<file path="src/rtl/status_frame_tx_if.sv">
// DSP-bound byte link: parallel byte with valid/ack handshake.
// The transmitter drives byte and valid; the DSP answers with ack.
interface status_frame_tx_if;
    logic [7:0] DSPuitgang;
    logic       DSPvalid;
    logic       DSPack;

    modport master (output DSPuitgang, output DSPvalid, input DSPack);
    modport slave  (input DSPuitgang, input DSPvalid, output DSPack);
endinterface

</file>
<file path="src/rtl/status_frame_tx.sv">
// Status frame transmitter: snapshots system status and sends a 5-byte
// frame (sync, heart, ctrl/stress, error/seq, xor checksum) to the DSP.
module status_frame_tx #(
    parameter int unsigned PERIOD  = 1000,
    parameter int unsigned TIMEOUT = 255,
    parameter logic [7:0]  SYNC    = 8'hA5
) (
    input  logic                      clk,
    input  logic                      extReset,
    input  logic                      start,
    input  logic [7:0]                hartData,
    input  logic [2:0]                amp,
    input  logic [2:0]                freq,
    input  logic                      stressLaag,
    input  logic                      stressContinu,
    input  logic                      errorIn,
    status_frame_tx_if.master         dsp,
    output logic                      busy,
    output logic                      frameDone,
    output logic                      txError
);
    localparam int unsigned TMR_W = (PERIOD > 1) ? $clog2(PERIOD) : 1;
    localparam int unsigned TO_W  = (TIMEOUT > 1) ? $clog2(TIMEOUT) : 1;
    localparam logic [TMR_W-1:0] TMR_LAST = (PERIOD > 0) ? TMR_W'(PERIOD - 1) : '0;
    localparam logic [TO_W-1:0]  TO_LAST  = TO_W'(TIMEOUT - 1);

    typedef enum logic [1:0] {IDLE, PRESENT, GAP, DONE} state_e;

    state_e           state_q, state_d;
    logic [2:0]       idx_q, idx_d;
    logic [TO_W-1:0]  to_cnt_q, to_cnt_d;
    logic [TMR_W-1:0] tmr_q, tmr_d;
    logic             pend_q, pend_d;
    logic [6:0]       seq_q, seq_d;
    logic [7:0]       snap_hd_q, snap_hd_d;
    logic [7:0]       snap_b2_q, snap_b2_d;
    logic             snap_err_q, snap_err_d;
    logic [7:0]       out_q, out_d;
    logic             valid_q, valid_d;
    logic             busy_q, busy_d;
    logic             done_q, done_d;
    logic             txerr_q, txerr_d;

    logic             period_tick;
    logic             req;
    logic             accept;
    logic [7:0]       b3, chk;

    always_comb begin
        period_tick = (PERIOD != 0) && (tmr_q == TMR_LAST);
        req         = start | period_tick;
        accept      = (state_q == PRESENT) & valid_q & dsp.DSPack;

        state_d    = state_q;
        idx_d      = idx_q;
        to_cnt_d   = to_cnt_q;
        pend_d     = pend_q;
        seq_d      = seq_q;
        snap_hd_d  = snap_hd_q;
        snap_b2_d  = snap_b2_q;
        snap_err_d = snap_err_q;
        txerr_d    = 1'b0;
        tmr_d      = (PERIOD == 0 || period_tick) ? '0 : tmr_q + TMR_W'(1);

        if (req && state_q != IDLE) pend_d = 1'b1;

        case (state_q)
            IDLE: begin
                if (req || pend_q) begin
                    state_d    = PRESENT;
                    idx_d      = 3'd0;
                    to_cnt_d   = '0;
                    pend_d     = 1'b0;
                    snap_hd_d  = hartData;
                    snap_b2_d  = {amp, freq, stressLaag, stressContinu};
                    snap_err_d = errorIn;
                end
            end
            PRESENT: begin
                // ack on the last allowed cycle still wins over the abort
                if (accept) begin
                    state_d = (idx_q == 3'd4) ? DONE : GAP;
                end else if (to_cnt_q == TO_LAST) begin
                    state_d = IDLE;
                    txerr_d = 1'b1;
                end else begin
                    to_cnt_d = to_cnt_q + TO_W'(1);
                end
            end
            GAP: begin
                state_d  = PRESENT;
                idx_d    = idx_q + 3'd1;
                to_cnt_d = '0;
            end
            DONE: begin
                state_d = IDLE;
                seq_d   = seq_q + 7'd1;
            end
            default: state_d = IDLE;
        endcase

        b3  = {snap_err_d, seq_q};
        chk = SYNC ^ snap_hd_d ^ snap_b2_d ^ b3;

        // outputs are registered, so they are decoded from the next state
        valid_d = (state_d == PRESENT);
        busy_d  = (state_d != IDLE);
        done_d  = (state_d == DONE);
        out_d   = '0;
        if (valid_d) begin
            case (idx_d)
                3'd0:    out_d = SYNC;
                3'd1:    out_d = snap_hd_d;
                3'd2:    out_d = snap_b2_d;
                3'd3:    out_d = b3;
                default: out_d = chk;
            endcase
        end
    end

    always_ff @(posedge clk or negedge extReset) begin
        if (!extReset) begin
            state_q    <= IDLE;
            idx_q      <= '0;
            to_cnt_q   <= '0;
            tmr_q      <= '0;
            pend_q     <= 1'b0;
            seq_q      <= '0;
            snap_hd_q  <= '0;
            snap_b2_q  <= '0;
            snap_err_q <= 1'b0;
            out_q      <= '0;
            valid_q    <= 1'b0;
            busy_q     <= 1'b0;
            done_q     <= 1'b0;
            txerr_q    <= 1'b0;
        end else begin
            state_q    <= state_d;
            idx_q      <= idx_d;
            to_cnt_q   <= to_cnt_d;
            tmr_q      <= tmr_d;
            pend_q     <= pend_d;
            seq_q      <= seq_d;
            snap_hd_q  <= snap_hd_d;
            snap_b2_q  <= snap_b2_d;
            snap_err_q <= snap_err_d;
            out_q      <= out_d;
            valid_q    <= valid_d;
            busy_q     <= busy_d;
            done_q     <= done_d;
            txerr_q    <= txerr_d;
        end
    end

    assign dsp.DSPuitgang = out_q;
    assign dsp.DSPvalid   = valid_q;
    assign busy           = busy_q;
    assign frameDone      = done_q;
    assign txError        = txerr_q;

endmodule

</file>
<file path="src/flat_wrapper.sv">
// flat-port wrapper written by rule: the top's interface ports become plain ports
module status_frame_tx_flat 
#(
    parameter int unsigned PERIOD  = 1000,
    parameter int unsigned TIMEOUT = 255,
    parameter logic [7:0]  SYNC    = 8'hA5
)
  (clk, extReset, start, hartData, amp, freq, stressLaag, stressContinu, errorIn, busy, frameDone, txError, dsp_DSPuitgang, dsp_DSPvalid, dsp_DSPack);
  status_frame_tx_if dsp_i ();
  input  logic clk;
  input  logic extReset;
  input  logic start;
  input  logic [7:0] hartData;
  input  logic [2:0] amp;
  input  logic [2:0] freq;
  input  logic stressLaag;
  input  logic stressContinu;
  input  logic errorIn;
  output logic busy;
  output logic frameDone;
  output logic txError;
  output wire logic [$bits(dsp_i.DSPuitgang)-1:0] dsp_DSPuitgang;
  output wire logic [$bits(dsp_i.DSPvalid)-1:0] dsp_DSPvalid;
  input wire logic [$bits(dsp_i.DSPack)-1:0] dsp_DSPack;
  assign dsp_DSPuitgang = dsp_i.DSPuitgang;
  assign dsp_DSPvalid = dsp_i.DSPvalid;
  assign dsp_i.DSPack = dsp_DSPack;
  status_frame_tx #(.PERIOD(PERIOD), .TIMEOUT(TIMEOUT), .SYNC(SYNC)) u_core (.clk(clk), .extReset(extReset), .start(start), .hartData(hartData), .amp(amp), .freq(freq), .stressLaag(stressLaag), .stressContinu(stressContinu), .errorIn(errorIn), .dsp(dsp_i), .busy(busy), .frameDone(frameDone), .txError(txError));
endmodule
</file>
<file path="config.mk">
export PLATFORM = sky130hd
export DESIGN_NAME = status_frame_tx_flat
export DESIGN_NICKNAME = d
export VERILOG_FILES = /design/src/rtl/status_frame_tx_if.sv /design/src/rtl/status_frame_tx.sv /design/src/flat_wrapper.sv
export SDC_FILE = /design/constraint.sdc
export NUM_CORES = 1
export LEC_CHECK = 0
export ABC_AREA = 1
export CAP_MARGIN = 20
export CORE_ASPECT_RATIO = 0.5
export CORE_MARGIN = 2
export CORE_UTILIZATION = 35
export CTS_BUF_LIST = sky130_fd_sc_hd__clkbuf_4
export CTS_CLUSTER_SIZE = 12
export DETAILED_ROUTE_END_ITERATION = 8
export GPL_TIMING_DRIVEN = 0
export PLACE_DENSITY = 0.51
export SLEW_MARGIN = 30
export SYNTH_ARGS = -nofsm -noshare
export SYNTH_HDL_FRONTEND = slang
export SYNTH_SLANG_ARGS = --single-unit
export TNS_END_PERCENT = 20
</file>
<file path="constraint.sdc">
create_clock -name clk -period 2.4 [get_ports clk]
set_input_delay 0.72 -clock clk [delete_from_list [all_inputs] [get_ports clk]]
set_output_delay 0.72 -clock clk [all_outputs]
set_load 0.01 [all_outputs]
</file>
==> impl_metrics.tcl <==
set metrics [dict create \
    cp_top_family "buffers and inverters" \
    met2_usage_pct 28.2 \
    synth_common_cells "nand2_1 (128), dfrtp_1 (60), nand3_1 (50), inv_1 (38), nor2_1 (31)" \
    worstPathCellList "clkdlybuf4s50_1" \
    period_share_pct 86.7 \
    dpl.hpwl_mm 5.89 \
    finClkSkew_ns 0.00499 \
    core_um2 10100 \
    nets 510 \
    start_util_pct 35.5 \
    fin_setup_tns_ns 0 \
    critPathArrivalTime_ns 1.36 \
    met1_usage_pct 22.3 \
    timing.fmax_mhz 481 \
    grt_use_met3_pct 4.55 \
    grt_usage_pct 16.9 \
    ys_ff_latch 60 \
    yosysUniqueCellTypes 36 \
    drt-total-wl_mm 8.44 \
    drt_first_iter_violations 175 \
    async_reset_ff_share_pct 100 \
    portBuffers 32 \
    yosysTopAreaCell "dfrtp_1" \
    firstDrtPassIters 5 \
    syn_inst 439 \
    drive_above_1_share_pct 15.6 \
    endpoint_kind "output pin" \
    synth_edf_count 0 \
    top_usage_layer "met2" \
    required_ns 1.68 \
    relSlewSlack_pct 55.2 \
    ys.warnings.count 0 \
    insertion_delay_ns 0.43 \
    rsz0062_at_grt "false" \
    postCtsSetupRepairBufs 0 \
    slowest_stage "clkdlybuf4s50_1" \
    cap_violations 0 \
    die_area_um2 11100 \
    setup_violations 0 \
    via_per_inst 4.58 \
    die_y_um 75.5 \
    cts_resized 0 \
    grt_overflow 0 \
    area_delta_synth_final_pct 17.2 \
    yosysMostFrequentCell "nand2_1" \
    clock-sinks 60 \
    remaining_drc_errors 0 \
    rows 26 \
    htree_levels 3 \
    final_antenna_net_count 0 \
    clockBufferDepth 2 \
    peakVddDrop_mv 0.330 \
    mappedNetlistArea_um2 3580 \
    post-route-min-period_ns 2.08 \
    grt_pass1_wl_mm 14.2 \
    whs_ns 0.167 \
    cp_slowest_stage_delay_ns 0.55 \
    grt_max_degree 43 \
    antenna_found_initial 0 \
    routedWlPerCell_um 13.5 \
    start_kind "flop" \
    p_leak_nw 2.11 \
    critPathMaxFanout 3 \
    synth_top_area_share_pct 42.0 \
    synth_flop_cell "dfrtp_1" \
    cts_tree "done" \
    synth.area.top_cells "dfrtp_1 (42%), nand2_1 (13%), nand3_1 (7.0%)" \
    clk_pin_slew_ns 0.10 \
    outcome "finished, final reports clean" \
    crit_type "flop to output pin" \
    cp_num_buf_inv 1 \
    slew_viol_final 0 \
    ctsHoldBuffers 0 \
    seq_area_frac_synth_pct 42.0 \
    hold_violations 0 \
    syn-mean-instance-area_um2 8.15 \
    grt_pass1_vias 2825 \
    p_per_area_nw_per_um2 1090 \
    tightestPinTransition_ns 0.672 \
    hold_class "input port to async pin" \
    ctsRootBufferMaster "clkbuf_4" \
    syn_nets 466 \
    globalplace.congestion 0.777 \
    io_pins 33 \
    die_w_um 147 \
    vias 2872 \
    cts_buffers 9 \
]
==> cell type report <==
class | instances | area [µm²]
multi-input cells | 319 | 1780
well taps | 140 | 175
fillers | 1030 | 5890
flip-flops and latches | 60 | 1500
clock inverters | 4 | 18.8
clock buffers | 10 | 75.1
repair buffers | 33 | 345
inverters | 46 | 173
diodes | 1 | 2.50
plain buffers | 14 | 128
==> cell families (layout without fill, tap and decap cells) <==
family	after synthesis	in the layout	synth area share, %
and+or+nand+nor	280	280	40.9
buffers and inverters	60	107	8.39
DFF	60	60	42.0
AOI/OAI and AO/OA	18	18	3.01
other	0	1	0
xor gates and xnor gates	15	15	3.67
adders and majority gates	6	6	2.10
==> cells in the final DEF (no fill, tap or decap), types with 2 or more instances in the layout <==
master	netlist	routed
inv_1	38	38
buf_2	3	3
xnor2_1	3	3
buf_4	2	3
inv_2	8	8
a21oi_1	7	7
o31ai_1	6	6
buf_6	7	7
clkinv_2	0	3
nand2_2	15	15
dfrtp_1	60	60
nand3b_1	13	13
nand2_1	128	128
nor2_8	2	2
nand4_1	9	9
nand2_8	3	3
nor2_2	3	3
nor2_1	31	31
nand2_4	5	5
ha_1	6	6
nand3_1	50	50
clkbuf_4	0	10
clkdlybuf4s50_1	0	31
nand3_2	6	6
xor2_1	12	12
nor2_4	3	3
nor4_1	3	3
nor3_1	4	4
o21ai_0	2	2
==> final timing paths <==
kind,startpoint,to,depth (start not counted),slack [ns]
setup / recovery,u_core.dsp.DSPvalid,dsp_DSPvalid,1,0.32
hold / removal,extReset,u_core.snap_hd_q[6],1,0.17
setup reg to reg,u_core.state_q[0],u_core.dsp.DSPuitgang[2],11,0.40
hold reg to reg,u_core.tmr_q[0],u_core.tmr_q[0],1,0.48
max in group asynchronous,extReset,u_core.snap_b2_q[1],2,1.73
min in group clk,u_core.tmr_q[0],u_core.tmr_q[0],1,0.48
==> per-layer routing <==
metal  vias up  wire (µm)
li1       1500          -
met1      1302       4180
met2        58       3770
met4         0         91
met5         -          0
met3        12        402
==> state kept, by name (all words and copies together) (netlist names), 2 cells and up <==
signal                 count
u_core.to_cnt_q            8
u_core.state_q             2
u_core.tmr_q              10
u_core.idx_q               3
u_core.seq_q               7
u_core.snap_hd_q           8
u_core.dsp.DSPuitgang      8
u_core.snap_b2_q           8
==> stage by stage <==
step | power, mW | setup slack, ns | instance area (µm²) | std cells | utilization (%)
after floorplan | 3.29 | 0.569 | 3580 | 439 | -
after global placement | 4.01 | -1.59 | 4070 | 611 | 40.4
after detailed placement | 4.02 | -0.138 | 4100 | 612 | 40.6
after CTS | 4.62 | 0.282 | 4190 | 626 | 41.6
after global routing | 5.00 | 0.225 | 4190 | 626 | 41.6
final | 4.56 | 0.320 | 4190 | 627 | 41.6
==> where the power goes <==
part / internal, mW / total, mW / leakage (nW) / switching [mW]
clock: 0.205 / 0.579 / 0.0593 / 0.375
combinational: 0.892 / 2.45 / 1.29 / 1.56
sequential: 1.33 / 1.53 / 0.755 / 0.195
total: 2.43 / 4.56 / 2.11 / 2.13
Note: power is estimated with default switching activity, not from simulation.
==> edit (config.mk and constraints unchanged) <==
`TIMEOUT` is set to 255 in 2 places; all go to 510.
--- a/src/rtl/status_frame_tx.sv
+++ b/src/rtl/status_frame_tx.sv
@@ -2,7 +2,7 @@
 // frame (sync, heart, ctrl/stress, error/seq, xor checksum) to the DSP.
 module status_frame_tx #(
     parameter int unsigned PERIOD  = 1000,
-    parameter int unsigned TIMEOUT = 255,
+    parameter int unsigned TIMEOUT = 510,
     parameter logic [7:0]  SYNC    = 8'hA5
 ) (
     input  logic                      clk,
--- a/src/flat_wrapper.sv
+++ b/src/flat_wrapper.sv
@@ -2,7 +2,7 @@
 module status_frame_tx_flat 
 #(
     parameter int unsigned PERIOD  = 1000,
-    parameter int unsigned TIMEOUT = 255,
+    parameter int unsigned TIMEOUT = 510,
     parameter logic [7:0]  SYNC    = 8'hA5
 )
   (clk, extReset, start, hartData, amp, freq, stressLaag, stressContinu, errorIn, busy, frameDone, txError, dsp_DSPuitgang, dsp_DSPvalid, dsp_DSPack);
Function: same outputs for any inputs over 10 cycles, from zero or initial values and one cycle with extReset low; that may be too few to reach the edited logic, so the function may still have changed.
==> edit against the original RTL <==
First-iteration DRC count is 3.4% lower. Power is 6.7% higher. Sequential cell count is 1 higher. Global-route usage is 0.30 points higher. Synthesized area is 2.4% lower. Routed wire length is 1.8% higher. Non-clock buffer count is 2 lower. Setup slack worse by 0.068 ns. Cell area is 0.51% lower.
==> edit: results (changes against the original RTL) <==
* Number of antenna repair diodes at 0 (was 1)
* Result of the run: complete, no violations (unchanged)
* Startpoint of the worst register-to-register path: u_core.tmr_q[0] (was u_core.state_q[0])
* Met1 Use GR at 23.5% (was 22.3%)
* Transition time at the pin with the least slew margin at 0.663 ns (was 0.672 ns)
* Most instantiated cells after synthesis: 138 x sky130_fd_sc_hd__nand2_1, 61 x sky130_fd_sc_hd__dfrtp_1, 53 x sky130_fd_sc_hd__nand3_1, 46 x sky130_fd_sc_hd__inv_1, 32 x sky130_fd_sc_hd__nor2_1 (was 128 x sky130_fd_sc_hd__nand2_1, 60 x sky130_fd_sc_hd__dfrtp_1, 50 x sky130_fd_sc_hd__nand3_1, 38 x sky130_fd_sc_hd__inv_1, 31 x sky130_fd_sc_hd__nor2_1)
* Overall track demand over capacity in global routing at 17.2% (was 16.9%)
* Placement-stage cell area at 0.00400 mm² (was 0.00410 mm²)
* Seq/Total Area, Yosys at 43.7% (was 42.0%)
* Maximum clock skew at final layout at 0.0115 ns (was 0.00499 ns)
* Startpoint of the worst setup timing path: start (was u_core.dsp.DSPvalid)
* Met3 routed WL at 377 µm (was 402 µm)
* Switching power at 2.12 mW (was 2.13 mW)
* Vias at 2977 (was 2872)
* Cell types occupying the most area after synthesis: sky130_fd_sc_hd__dfrtp_1 44%, sky130_fd_sc_hd__nand2_1 15%, sky130_fd_sc_hd__nand3_1 7.6%, sky130_fd_sc_hd__inv_1 4.9%, sky130_fd_sc_hd__nor2_1 3.4% (was sky130_fd_sc_hd__dfrtp_1 42%, sky130_fd_sc_hd__nand2_1 13%, sky130_fd_sc_hd__nand3_1 7.0%, sky130_fd_sc_hd__inv_1 4.0%, sky130_fd_sc_hd__nor2_1 3.3%)
* Number of optimization iterations in the first detailed-route pass at 4 (was 5)
* Critical path capture point: u_core.dsp.DSPuitgang[0] (was dsp_DSPvalid)
* Quantity of I/O buffers inserted on ports at 32 (unchanged)
* Share of post-route cells with drive strength above 1 at 12.2% (was 15.6%)
* Worst Reg-to-Reg Cells at 13 (was 11)
* Data arrival time of the critical path at 2.46 ns (was 1.36 ns)
* Vias in the first global route at 2824 (was 2825)
* Worst-case vdd ir drop at 0.492 mV (was 0.330 mV)
* Iteration-0 DRC count of the detailed router at 169 (was 175)
* Largest fanout on the critical path at 10 (was 3)
* Detailed-route wire length per cell at 13.6 µm (was 13.5 µm)
* Fraction of met2 tracks used by global routing at 26.8% (was 28.2%)
* Static Leak at 2.09 nW (was 2.11 nW)
* Cell variety after synth at 35 (was 36)
* Syn Nets at 478 (was 466)
[edit: cell types whose count changed after synthesis, moves of 4 or more]
cell and change:
sky130_fd_sc_hd__nor3_1 +4, sky130_fd_sc_hd__nand2_2 -4, sky130_fd_sc_hd__nand2_1 +10, sky130_fd_sc_hd__inv_1 +8
[edit: worst max-delay path: stages]
cell and delay (ns):
sky130_fd_sc_hd__clkdlybuf4s50_1 0.40, sky130_fd_sc_hd__nor2_1 0.30, sky130_fd_sc_hd__nand3_2 0.17, sky130_fd_sc_hd__nand2_2 0.13, sky130_fd_sc_hd__nand2_1 0.09, sky130_fd_sc_hd__nand2_4 0.15, sky130_fd_sc_hd__nand2_1 0.07, sky130_fd_sc_hd__nand2_1 0.17
sky130_fd_sc_hd__nand2_1 0.08, sky130_fd_sc_hd__nor2_1 0.11, sky130_fd_sc_hd__nor2_1 0.06
[edit: area by class of cell]
type	count	area (µm²)
Tap cell	135	169
Clock inverter	5	100
Buffer	12	101
Fill cell	994	5400
Timing Repair Buffer	33	338
Sequential cell	61	1530
Multi-Input combinational cell	324	1660
Inverter	54	203
Clock buffer	10	75.1
[edit: logic make-up (layout without fill, tap and decap cells)]
logic type,after synthesis,in the layout,synth area share [%]
compound gates,23,23,3.66
xor+xnor,11,11,2.76
fa+ha+maj,6,6,2.15
buf+inv,66,114,8.71
flops,61,61,43.7
mux,1,1,0.287
simple gates,283,283,38.7
[edit: worst min path at each step]
stage / from / end / slack, ns / cells past startpoint
3_5_place_dp: u_core.tmr_q[0] / u_core.tmr_q[0] / 0.46 / 1
6_report: extReset / u_core.snap_b2_q[6] / 0.18 / 1
4_1_cts: extReset / u_core.snap_b2_q[1] / 0.16 / 1
2_1_floorplan: extReset / u_core.busy / 0.42 / 0
3_3_place_gp: u_core.tmr_q[0] / u_core.tmr_q[0] / 0.46 / 1
5_1_grt: extReset / u_core.snap_b2_q[1] / 0.16 / 1
[edit: power groups by stage]
stage          clock network (mW)  logic [mW]  registers (mW)
2_1_floorplan                   0        1.63            1.58
3_3_place_gp                    0        2.36            1.59
3_5_place_dp                    0        2.36            1.59
4_1_cts                     0.954        2.38            1.57
5_1_grt                     0.991        2.67            1.61
6_report                    0.920        2.37            1.57
[edit: metrics by stage]
step | utilization (%) | power [mW] | std cells | hold WS, ns | worst slack [ns]
floorplan | - | 3.22 | 451 | 0.424 | 0.526
global placement | 41.6 | 3.94 | 618 | 0.457 | -1.58
detailed placement | 41.8 | 3.95 | 619 | 0.456 | -0.188
CTS | 43.6 | 4.90 | 634 | 0.156 | 0.267
global route | 43.6 | 5.27 | 634 | 0.160 | 0.0888
finish | 43.6 | 4.86 | 634 | 0.176 | 0.252
